--- config.mk ---
export PLATFORM = sky130hd
export DESIGN_NAME = divisor_reloj_prog
export DESIGN_NICKNAME = d
export VERILOG_FILES = /design/src/rtl/divisor_reloj_pkg.sv /design/src/rtl/divisor_reloj_prog_contador_terminal.sv /design/src/rtl/divisor_reloj_prog.sv
export SDC_FILE = /design/constraint.sdc
export NUM_CORES = 1
export LEC_CHECK = 0
export ABC_AREA = 1
export CAP_MARGIN = 20
export CELL_PAD_IN_SITES_DETAIL_PLACEMENT = 1
export CELL_PAD_IN_SITES_GLOBAL_PLACEMENT = 1
export CORE_MARGIN = 2
export CORE_UTILIZATION = 34
export DETAILED_ROUTE_END_ITERATION = 7
export PLACE_DENSITY_LB_ADDON = 0.25
export SETUP_SLACK_MARGIN = 0.2
export SLEW_MARGIN = 10
export SYNTH_ARGS = -nofsm -noshare
export SYNTH_HDL_FRONTEND = slang
export SYNTH_SLANG_ARGS = --single-unit
--- constraint.sdc ---
create_clock -name clk -period 1.5 [get_ports clk]
set_clock_uncertainty 0.05 [all_clocks]
set_input_delay 0.225 -clock clk [delete_from_list [all_inputs] [get_ports clk]]
set_output_delay 0.225 -clock clk [all_outputs]
set_load 0.02 [all_outputs]
--- src/rtl/divisor_reloj_pkg.sv ---
// -----------------------------------------------------------------------------
// divisor_reloj_pkg
// Shared constants for the programmable clock divider: system clock frequency,
// default counter width, the reset divisor, and a helper that converts a wanted
// output frequency into the half-period terminal value the divider expects.
// No ports (package).
// -----------------------------------------------------------------------------
package divisor_reloj_pkg;

    localparam int unsigned CLK_HZ            = 32'd100_000_000;
    localparam int          DIV_WIDTH_DEFAULT = 32'sd16;
    localparam int          DIV_RESET_DEFAULT = 32'sd4999;

    // Half-period terminal value giving an output of f_hz on clk_dividido.
    function automatic int unsigned div_for_hz(input int unsigned f_hz);
        return (CLK_HZ / (32'd2 * f_hz)) - 32'd1;
    endfunction

endpackage

--- src/rtl/divisor_reloj_prog_contador_terminal.sv ---
// -----------------------------------------------------------------------------
// contador_terminal
// WIDTH-bit up counter that wraps to zero when it reaches a programmable limit.
// Ports:
//   clk      in   system clock
//   rst      in   synchronous reset, active-high (counter -> 0)
//   en       in   count enable; low holds the count
//   clr      in   synchronous clear, wins over counting
//   limit    in   terminal value; the count wraps after reaching it
//   at_term  out  high while the count equals limit
// -----------------------------------------------------------------------------
module contador_terminal
    import divisor_reloj_pkg::*;
#(
    parameter int WIDTH = DIV_WIDTH_DEFAULT
) (
    input  logic             clk,
    input  logic             rst,
    input  logic             en,
    input  logic             clr,
    input  logic [WIDTH-1:0] limit,
    output logic             at_term
);

    logic [WIDTH-1:0] count_q;
    logic [WIDTH-1:0] count_d;

    // Next-count selection: clear, wrap at the limit, increment, or hold.
    always_comb begin
        at_term = (count_q == limit);
        count_d = count_q;
        if (clr) begin
            count_d = {WIDTH{1'b0}};
        end else if (en) begin
            if (at_term) begin
                count_d = {WIDTH{1'b0}};
            end else begin
                count_d = count_q + WIDTH'(1);
            end
        end else begin
            count_d = count_q;
        end
    end

    // Count register.
    always_ff @(posedge clk) begin
        if (rst) begin
            count_q <= {WIDTH{1'b0}};
        end else begin
            count_q <= count_d;
        end
    end

endmodule

--- src/rtl/divisor_reloj_prog.sv ---
// -----------------------------------------------------------------------------
// divisor_reloj_prog
// Runtime-programmable clock divider. Produces a 50% duty divided clock and a
// one-cycle tick from the system clock. New divisors are captured in a shadow
// register and only become active at a period boundary (or immediately while
// counting is frozen), so clk_dividido never glitches.
//
// Ports:
//   clk           in   system clock (100 MHz)
//   rst           in   synchronous reset, active-high
//   en            in   count enable; low freezes counter and outputs
//   div_in        in   requested half-period terminal value
//   div_load      in   load request, div_in captured on every edge it is high
//   sync_in       in   phase reset (only with DIVISOR_RELOJ_SYNC_EN defined)
//   div_ack       out  one-cycle pulse when the shadow value becomes active
//   div_actual    out  currently active terminal value
//   clk_dividido  out  divided clock, f_clk/(2*(div_actual+1))
//   tick          out  one-cycle pulse at each terminal count
//
// Optional feature macro: DIVISOR_RELOJ_SYNC_EN adds sync_in, which restarts
// the period (counter, clk_dividido and tick to zero) to phase-align dividers.
// -----------------------------------------------------------------------------
module divisor_reloj_prog
    import divisor_reloj_pkg::*;
#(
    parameter int WIDTH     = DIV_WIDTH_DEFAULT,
    parameter int DIV_RESET = DIV_RESET_DEFAULT
) (
    input  logic             clk,
    input  logic             rst,
    input  logic             en,
    input  logic [WIDTH-1:0] div_in,
    input  logic             div_load,
`ifdef DIVISOR_RELOJ_SYNC_EN
    input  logic             sync_in,
`endif
    output logic             div_ack,
    output logic [WIDTH-1:0] div_actual,
    output logic             clk_dividido,
    output logic             tick
);

    logic [WIDTH-1:0] div_actual_q, div_actual_d;
    logic [WIDTH-1:0] shadow_q,     shadow_d;
    logic             pending_q,    pending_d;
    logic             clk_div_q,    clk_div_d;
    logic             tick_q,       tick_d;
    logic             ack_q,        ack_d;

    logic             at_term_s;
    logic             term_s;
    logic             apply_s;
    logic             clr_s;

    contador_terminal #(
        .WIDTH (WIDTH)
    ) u_contador (
        .clk     (clk),
        .rst     (rst),
        .en      (en),
        .clr     (clr_s),
        .limit   (div_actual_q),
        .at_term (at_term_s)
    );

    // Shadow handshake, divisor switch-over and output toggle.
    always_comb begin
        term_s       = en && at_term_s;
        div_actual_d = div_actual_q;
        shadow_d     = shadow_q;
        pending_d    = pending_q;
        clk_div_d    = clk_div_q;
        tick_d       = 1'b0;
        ack_d        = 1'b0;
        clr_s        = 1'b0;
        apply_s      = 1'b0;

        // A load on this edge always wins: the freshly captured value waits
        // for the next boundary, superseding any older shadow value.
        if (div_load) begin
            shadow_d  = div_in;
            pending_d = 1'b1;
        end else begin
`ifdef DIVISOR_RELOJ_SYNC_EN
            apply_s = pending_q && (term_s || !en || sync_in);
`else
            apply_s = pending_q && (term_s || !en);
`endif
        end

        if (term_s) begin
            clk_div_d = ~clk_div_q;
            tick_d    = 1'b1;
        end else begin
            clk_div_d = clk_div_q;
            tick_d    = 1'b0;
        end

        if (apply_s) begin
            div_actual_d = shadow_q;
            pending_d    = 1'b0;
            ack_d        = 1'b1;
            // While frozen, the new period starts from zero; while counting the
            // counter is already wrapping at the terminal edge.
            clr_s        = !en;
        end else begin
            div_actual_d = div_actual_q;
        end

`ifdef DIVISOR_RELOJ_SYNC_EN
        if (sync_in) begin
            clr_s     = 1'b1;
            clk_div_d = 1'b0;
            tick_d    = 1'b0;
        end else begin
            clk_div_d = clk_div_d;
        end
`endif
    end

    // State and registered outputs.
    always_ff @(posedge clk) begin
        if (rst) begin
            div_actual_q <= WIDTH'(DIV_RESET);
            shadow_q     <= {WIDTH{1'b0}};
            pending_q    <= 1'b0;
            clk_div_q    <= 1'b0;
            tick_q       <= 1'b0;
            ack_q        <= 1'b0;
        end else begin
            div_actual_q <= div_actual_d;
            shadow_q     <= shadow_d;
            pending_q    <= pending_d;
            clk_div_q    <= clk_div_d;
            tick_q       <= tick_d;
            ack_q        <= ack_d;
        end
    end

    assign div_actual   = div_actual_q;
    assign clk_dividido = clk_div_q;
    assign tick         = tick_q;
    assign div_ack      = ack_q;

endmodule
Yosys cells after proc, flatten, opt, wreduce, memory -nomap -nowiden. Cells that the tools add are included.

Bits in registers: 52. Input port bits: 20. Output and inout bits: 19. Word-level logic and storage cells: 21.

Add/subtract/negate cells: 1. Equal/unequal tests: 1. Multiplexer cells: 5. Bitwise logic cells: 1. Reductions and logical operators: 6.

Operators by type and width (count): 16-bit by 1-bit adder with 16-bit output, second input constant (1); 16-bit == test (1); 16-bit 2-to-1 mux (1); 1-bit 2-to-1 mux (4); 2-bit OR reduction (2); 1-bit logical AND (2); 1-bit logical NOT (1); 1-bit logical OR (1); 1-bit NOT (1).

Depth between registers and ports, before layout. Gate-level depths: netlist (run 1).

Word-level depth: 7. Depth in mapped cells: 12.

Modules after synthesis. A second synthesis (run 1) with hierarchy kept.

Cell total of the unflattened synthesis: 352. Area total of the unflattened synthesis: 2434.8 um2.

By module, submodules not included: divisor_reloj_prog (instances 1, cells an instance 158, area an instance 1310.0 um2); contador_terminal (instances 1, cells an instance 194, area an instance 1124.8 um2).

Worst setup path before layout (run 1). Ideal clock, no wire load.

Path type: register to register. Start: register div_actual_q[4], in the netlist div_actual[4]. End: register div_actual_q[3], in the netlist div_actual[3]. Data arrival time: 1.420 ns. Path slack: -0.083 ns. Stages on the path, launching flop included: 13. Buffers on the path: 1. Clock period less this slack: 1.583 ns. Path through: dfxtp_1 > inv_1 > nand2_1 > nand2_1 > nor2_1 > nand2_1 > nor2_4 > nand2_4 > nand2_8 > nand2_8 > buf_8 > nand3_2 > nand2_1.

Cells in the longest elaborated chain, start to end: 5.

Ends and longest elaborated chain: start: declaration (line divisor_reloj_prog.sv:43) `logic [WIDTH-1:0] div_actual_q, div_actual_d;`; start signal: assignment (line divisor_reloj_prog.sv:124) `div_actual_q <= WIDTH'(DIV_RESET);`; start signal: assignment (line divisor_reloj_prog.sv:131) `div_actual_q <= div_actual_d;`; 16-bit == test (line divisor_reloj_prog_contador_terminal.sv:30) `at_term = (count_q == limit);`; 1-bit logical AND (line divisor_reloj_prog.sv:68) `term_s = en && at_term_s;`; 1-bit logical OR (line divisor_reloj_prog.sv:87) `apply_s = pending_q && (term_s || !en);`; 1-bit logical AND (line divisor_reloj_prog.sv:87); 1-bit 2-to-1 mux (line divisor_reloj_prog.sv:80) `if (div_load) begin`.

No other way between the ends. A chain may end at the register's enable or synchronous reset.

Worst setup path after layout (run 1).
Start: register u_contador.count_q[8]. End: register div_actual_q[10], in the netlist div_actual[10].

Cells in the longest elaborated chain, start to end: 5.

Ends and longest elaborated chain: start: declaration (line divisor_reloj_prog_contador_terminal.sv:25) `logic [WIDTH-1:0] count_q;`; start signal: assignment (line divisor_reloj_prog_contador_terminal.sv:48) `count_q <= {WIDTH{1'b0}};`; start signal: assignment (line divisor_reloj_prog_contador_terminal.sv:50) `count_q <= count_d;`; 16-bit == test (line divisor_reloj_prog_contador_terminal.sv:30); 1-bit logical AND (line divisor_reloj_prog.sv:68); 1-bit logical OR (line divisor_reloj_prog.sv:87); 1-bit logical AND (line divisor_reloj_prog.sv:87); 1-bit 2-to-1 mux (line divisor_reloj_prog.sv:80).

No other way between the ends.

==> results.yml, run 1 <==
sta:
  worst_slack_ns: -0.159
  setup_violations: 36
  fin_crit_sh: 1.11
  fmax_ghz: 0.603
  rsz0062_at_grt: "true"
  worst_pin_slew_ns: 0.277
  period_needed_ns: 1.66
  fin_setup_tns_ns: -3.92
  relSlewSlack: 0.815
  maxSlewViolCount: 0
  hold_viol_final: 0
setup_path:
  crit_required_ns: 1.71
  slowest_stage: "dfxtp_4"
  critPathTopFamily: "simple AND/OR/NAND/NOR gates"
  path_max_fanout: 8
  worst_setup_path_start_kind: "flip-flop"
  path_class: "flip-flop to flip-flop"
  cp.arrival_ns: 1.87
  crit_chain: "inv_2 > nand2_1 > nand2_1 > nor2_2 > nand2_2 > nor2_4 > nand2_4 > nand2_8 > clkbuf_16 > nand4_1 > nand2_1"
  endpoint_kind: "flip-flop"
  cp_common_cell: "nand2_1"
  crit_buf_inv: 2
  cp_slowest_stage_delay_ns: 0.38
logic_synthesis:
  synth_cells: 339
  ys_seq_area_frac: 0.427
  ys_ff_latch: 52
  synth_cell_type_count: 28
  synth_top_area_frac: 0.427
  postSynthAreaPerCell_um2: 7.19
  yosysTopAreaCell: "dfxtp_1"
  synthTopCellsByArea: "dfxtp_1, nand2_1, nor2_1, nand3_1, inv_1"
  synthArstFlopShare: 0
  synth_top_flop_cell: "dfxtp_1"
  yosys_warnings: 0
  synth_edf_count: 0
  syn_nets: 360
  synth_area_um2: 2440
die:
  rows: 30
  dieHeight_um: 88.6
  dieArea_um2: 7860
  pin_count: 39
  start_util: 0.355
  die_w_um: 88.6
  core_um2: 6870
clock_tree:
  cts_sinks: 52
  clkLatencyLatePin_ns: 0.32
  cts_buffer_depth: 2
  htree_levels: 2
  cts_tree: "yes"
  cts_buffers: 5
  path_clk_slew_ns: 0.10
  root_buffer: "clkbuf_8"
grt:
  grt_pass1_vias: 2661
  grt_pass1_wl_mm: 12.5
  grt_usage: 0.205
  grt_max_degree: 23
  grt.overflow.total: 0
  antenna_found_initial: 0
cells_and_area:
  n_antenna_cell: 0
  fin_nets: 460
  area_growth_pct: 52.1
  drive_above_1_share: 0.409
  fill_cells: 867
outcome:
  violations: "setup timing"
  status: "complete, but fails checks"
place:
  dpl.hpwl_mm: 5.25
  pre_cts_ws_ns: -0.317
  port_buffers: 38
  place_congestion: 0.822
route:
  routed_via_density: 4.74
  drc_errors: 0
  dr_total_vias: 2539
  firstDrtPassIters: 4
  drtIter0Drc: 44
  antenna_left: 0
  drt-total-wl_mm: 8.39
  wl_per_cell_um: 15.7
worst_hold_path:
  hold_path.class: "flip-flop to flip-flop"
power_and_ir_drop:
  p_per_area_nw_per_um2: 765
  p_leak_nw: 1.68
  peakVddDrop_mv: 0.839
run:
  maxCapViolCount: 0
[path summary, 6_finish.rpt]
path                                            start              to  slack [ns]  depth (start not counted)
worst max-delay path            u_contador.count_q[8]  div_actual[10]       -0.16                         11
worst min-delay path                     shadow_q[11]  div_actual[11]        0.42                          2
worst max register to register  u_contador.count_q[8]  div_actual[10]       -0.16                         11
worst min register to register           shadow_q[11]  div_actual[11]        0.42                          2
[power breakdown]
group | switching, W | internal (W)
Clock | 0.000496 | 0.000496
Sequential | 0.0000340 | 0.00141
Combinational | 0.000208 | 0.000192
Total | 0.000738 | 0.00210
[kinds of logic after synthesis]
kind of cell    count (synthesis)  synth area share
simple gates                  201             0.383
compound gates                 25            0.0596
flops                          52             0.427
xor+xnor                       10            0.0360
fa+ha+maj                       1           0.00514
buf+inv                        50            0.0888
[per-layer routing]
layer,up-vias,track usage,wire length [um]
met4,0,0.0661,206
met1,1211,0.255,3640
met2,43,0.366,4360
li1,1267,-,-
met5,-,0,0
met3,18,0.0271,186
[synthesized netlist by cell type (2+ instances only)]
cell / number
nand3_2: 9
o21ai_0: 19
clkbuf_1: 3
nor2_1: 66
inv_2: 4
nand2_1: 80
inv_1: 31
dfxtp_1: 52
nand2_8: 2
nor2_4: 2
buf_2: 4
buf_4: 3
xor2_1: 9
clkinv_1: 3
nor3_1: 3
o21bai_1: 2
nand3_1: 25
nand4_1: 11
a21oi_1: 2
[flip-flops by register name, summed over array words and instances (netlist names)]
register	count
clk_dividido	1
div_ack	1
div_actual	16
u_contador.count_q	16
shadow_q	16
tick	1
pending_q	1
[tightest hold or removal path: stages (launching register included)]
cell and delay, ns:
dfxtp_1 0.32, nand4_1 0.09, nand2_1 0.05
[per-stage QoR]
stage               power [W]  hold WS [ns]   util  area [um^2]  instances
floorplan             0.00164         0.242      -         2510        339
global placement      0.00180         0.401  0.491         3370        516
detailed placement    0.00181         0.408  0.491         3370        516
CTS                   0.00280         0.424  0.514         3530        531
global route          0.00295         0.441  0.539         3700        536
finish                0.00283         0.424  0.539         3700        536
[placed cells by master (no fill, tap or decap), drive strengths merged]
cell           netlist  layout
clkinv               3       4
xnor2                1       1
nor2                69      69
o21ai               19      19
bufinv               0       1
o22ai                1       1
nand2               83      84
clkbuf               4       9
inv                 35      35
nand4               11      11
ha                   1       1
nand3               34      34
nor3                 3       3
dlygate4sd2          0       2
dfxtp               52      52
o21bai               3       3
nor4                 1       1
a21oi                2       2
clkdlybuf4s15        0       1
buf                  8      79
clkdlybuf4s50        0      19
xor2                 9       9
[final cells by class]
class                           count  area, um^2  area share
Clock buffer                        6        72.6      0.0196
Clock inverter                      2        35.0     0.00946
Inverter                           38         143      0.0385
Multi-Input combinational cell    238        1330       0.358
Sequential cell                    52        1120       0.303
Tap cell                           96         120      0.0324
Timing Repair Buffer              104         885       0.239
[repair_timing]
action                                 in CTS  in global routing
pin swaps                                  13                 19
hold buffers                                0                  0
setup endpoints to repair                  55                 38
cloned                                      1                  2
endpoints found under the hold margin       0                  0
resized for setup                          92                 35
setup buffers                               6                  3
No activity file was read; power rests on OpenSTA's default activity.
==> inputs of run 2 (changes only) <==
CORE_UTILIZATION = 41   (was 34)
clock period = 2.05 ns   (was 1.5 ns; I/O delays follow)
==> results.yml, run 2 (synthesis gave the netlist of run 1 again) <==
outcome:
  status: "complete, no violations"
route:
  routed_via_density: 4.93
  wl_per_cell_um: 13.5
  antenna_left: 0
  drc_errors: 0
  dr_total_vias: 2254
  drtIter0Drc: 67
  drt-total-wl_mm: 6.16
  firstDrtPassIters: 4
sta:
  relSlewSlack: 0.716
  period_needed_ns: 1.77
  hold_viol_final: 0
  timing.hold.ws_ns: 0.432
  worst_pin_slew_ns: 0.427
  fin_setup_tns_ns: 0
  setup_violations: 0
  fmax_ghz: 0.564
  rsz0062_at_grt: "true"
  fin_crit_sh: 0.865
  maxSlewViolCount: 0
clock_tree:
  htree_levels: 2
  cts_sinks: 52
  clkLatencyLatePin_ns: 0.31
  cts_tree: "yes"
  cts_buffer_depth: 2
  cts_buffers: 5
  root_buffer: "clkbuf_8"
  path_clk_slew_ns: 0.09
grt:
  grt_max_degree: 43
  grt_pass1_wl_mm: 10.2
  grt.overflow.total: 0
  antenna_found_initial: 0
  grt_pass1_vias: 2187
  grt_usage: 0.203
die:
  dieArea_um2: 6570
  core_um2: 5820
  rows: 28
  pin_count: 39
  die_w_um: 81.1
  start_util: 0.419
  dieHeight_um: 81.1
setup_path:
  endpoint_kind: "output pin"
  cp_slowest_stage_delay_ns: 0.65
  crit_chain: "clkdlybuf4s50_1"
  slowest_stage: "clkdlybuf4s50_1"
  path_max_fanout: 4
  critPathTopFamily: "buffers and inverters"
  cp.depth: 1
  crit_buf_inv: 1
  rr_worst_depth: 11
  cp.arrival_ns: 1.42
  path_class: "flip-flop to output pin"
  worst_setup_path_start_kind: "flip-flop"
  crit_required_ns: 1.69
cells_and_area:
  drive_above_1_share: 0.123
  fill_cells: 775
  fin_nets: 402
  mostFrequentLayoutCell: "nand2_1"
  multi_input_area_um2: 1180
  post-route-util: 0.520
  final_cell_mix: "nand2_1, nor2_1, dfxtp_1"
  area_growth_pct: 24.2
  seq_area_um2: 1050
  n_antenna_cell: 0
  final_cell_area_um2: 3030
power_and_ir_drop:
  power_w: 0.00187
  p_leak_nw: 1.31
  peakVddDrop_mv: 0.297
  p_per_area_nw_per_um2: 619
place:
  placed_cell_area_um2: 2880
  place_congestion: 0.842
  port_buffers: 38
  dpl.hpwl_mm: 4.66
worst_hold_path:
  worst_hold_path.num_cells: 2
  hold_path.class: "flip-flop to flip-flop"
run:
  maxCapViolCount: 0
run 2: cell count changes in the layout (fill, tap and decap cells not counted), moves of 14 or more:
cell	previous run	this run
buf_2	14	0
clkdlybuf4s50_1	19	37
dfxtp_4	17	0
dfxtp_1	20	42
buf_4	58	8
run 2: path summary, 6_finish.rpt:
| kind | startpoint | endpoint | slack [ns] |
|---|---|---|---|
| setup / recovery | div_actual[4] | div_actual[4] | 0.28 |
| hold / removal | shadow_q[4] | div_actual[4] | 0.43 |
| setup reg to reg | u_contador.count_q[2] | div_actual[12] | 0.37 |
| hold reg to reg | shadow_q[4] | div_actual[4] | 0.43 |
run 2: what timing repair did:
action,CTS,global route
setup endpoints to repair,0,32
buffers inserted,0,3
hold buffers,0,0
resized for setup,0,12
run 2: stage by stage:
| step | worst slack [ns] | std cells |
|---|---|---|
| 4_1_cts | 0.227 | 454 |
| 5_1_grt | 0.184 | 457 |
| 3_3_place_gp | 0.183 | 446 |
| 3_5_place_dp | 0.111 | 446 |
| 6_report | 0.277 | 457 |
| 2_1_floorplan | 0.467 | 339 |
run 2: per-layer routing:
layer,wire length (um),GRT usage,up-vias
met5,0,0,-
met4,175,0.0763,0
met3,176,0.0444,15
met2,3000,0.336,40
met1,2810,0.259,1049
li1,-,-,1150
run 2: final cells by class:
type | instances | share of cell area
clock buffer | 6 | 0.0240
sequential | 52 | 0.348
clock inverter | 2 | 0.00538
timing repair buffer | 47 | 0.153
multi-input combinational | 237 | 0.391
tap | 75 | 0.0310
inverter | 38 | 0.0471
run 2: where the power goes:
group	total (W)	internal [W]	leakage [nW]	switching [W]
Combinational	0.000215	0.0000987	0.845	0.000117
Clock	0.000584	0.000243	0.0414	0.000340
Sequential	0.00108	0.00105	0.428	0.0000286
Total	0.00187	0.00139	1.31	0.000485
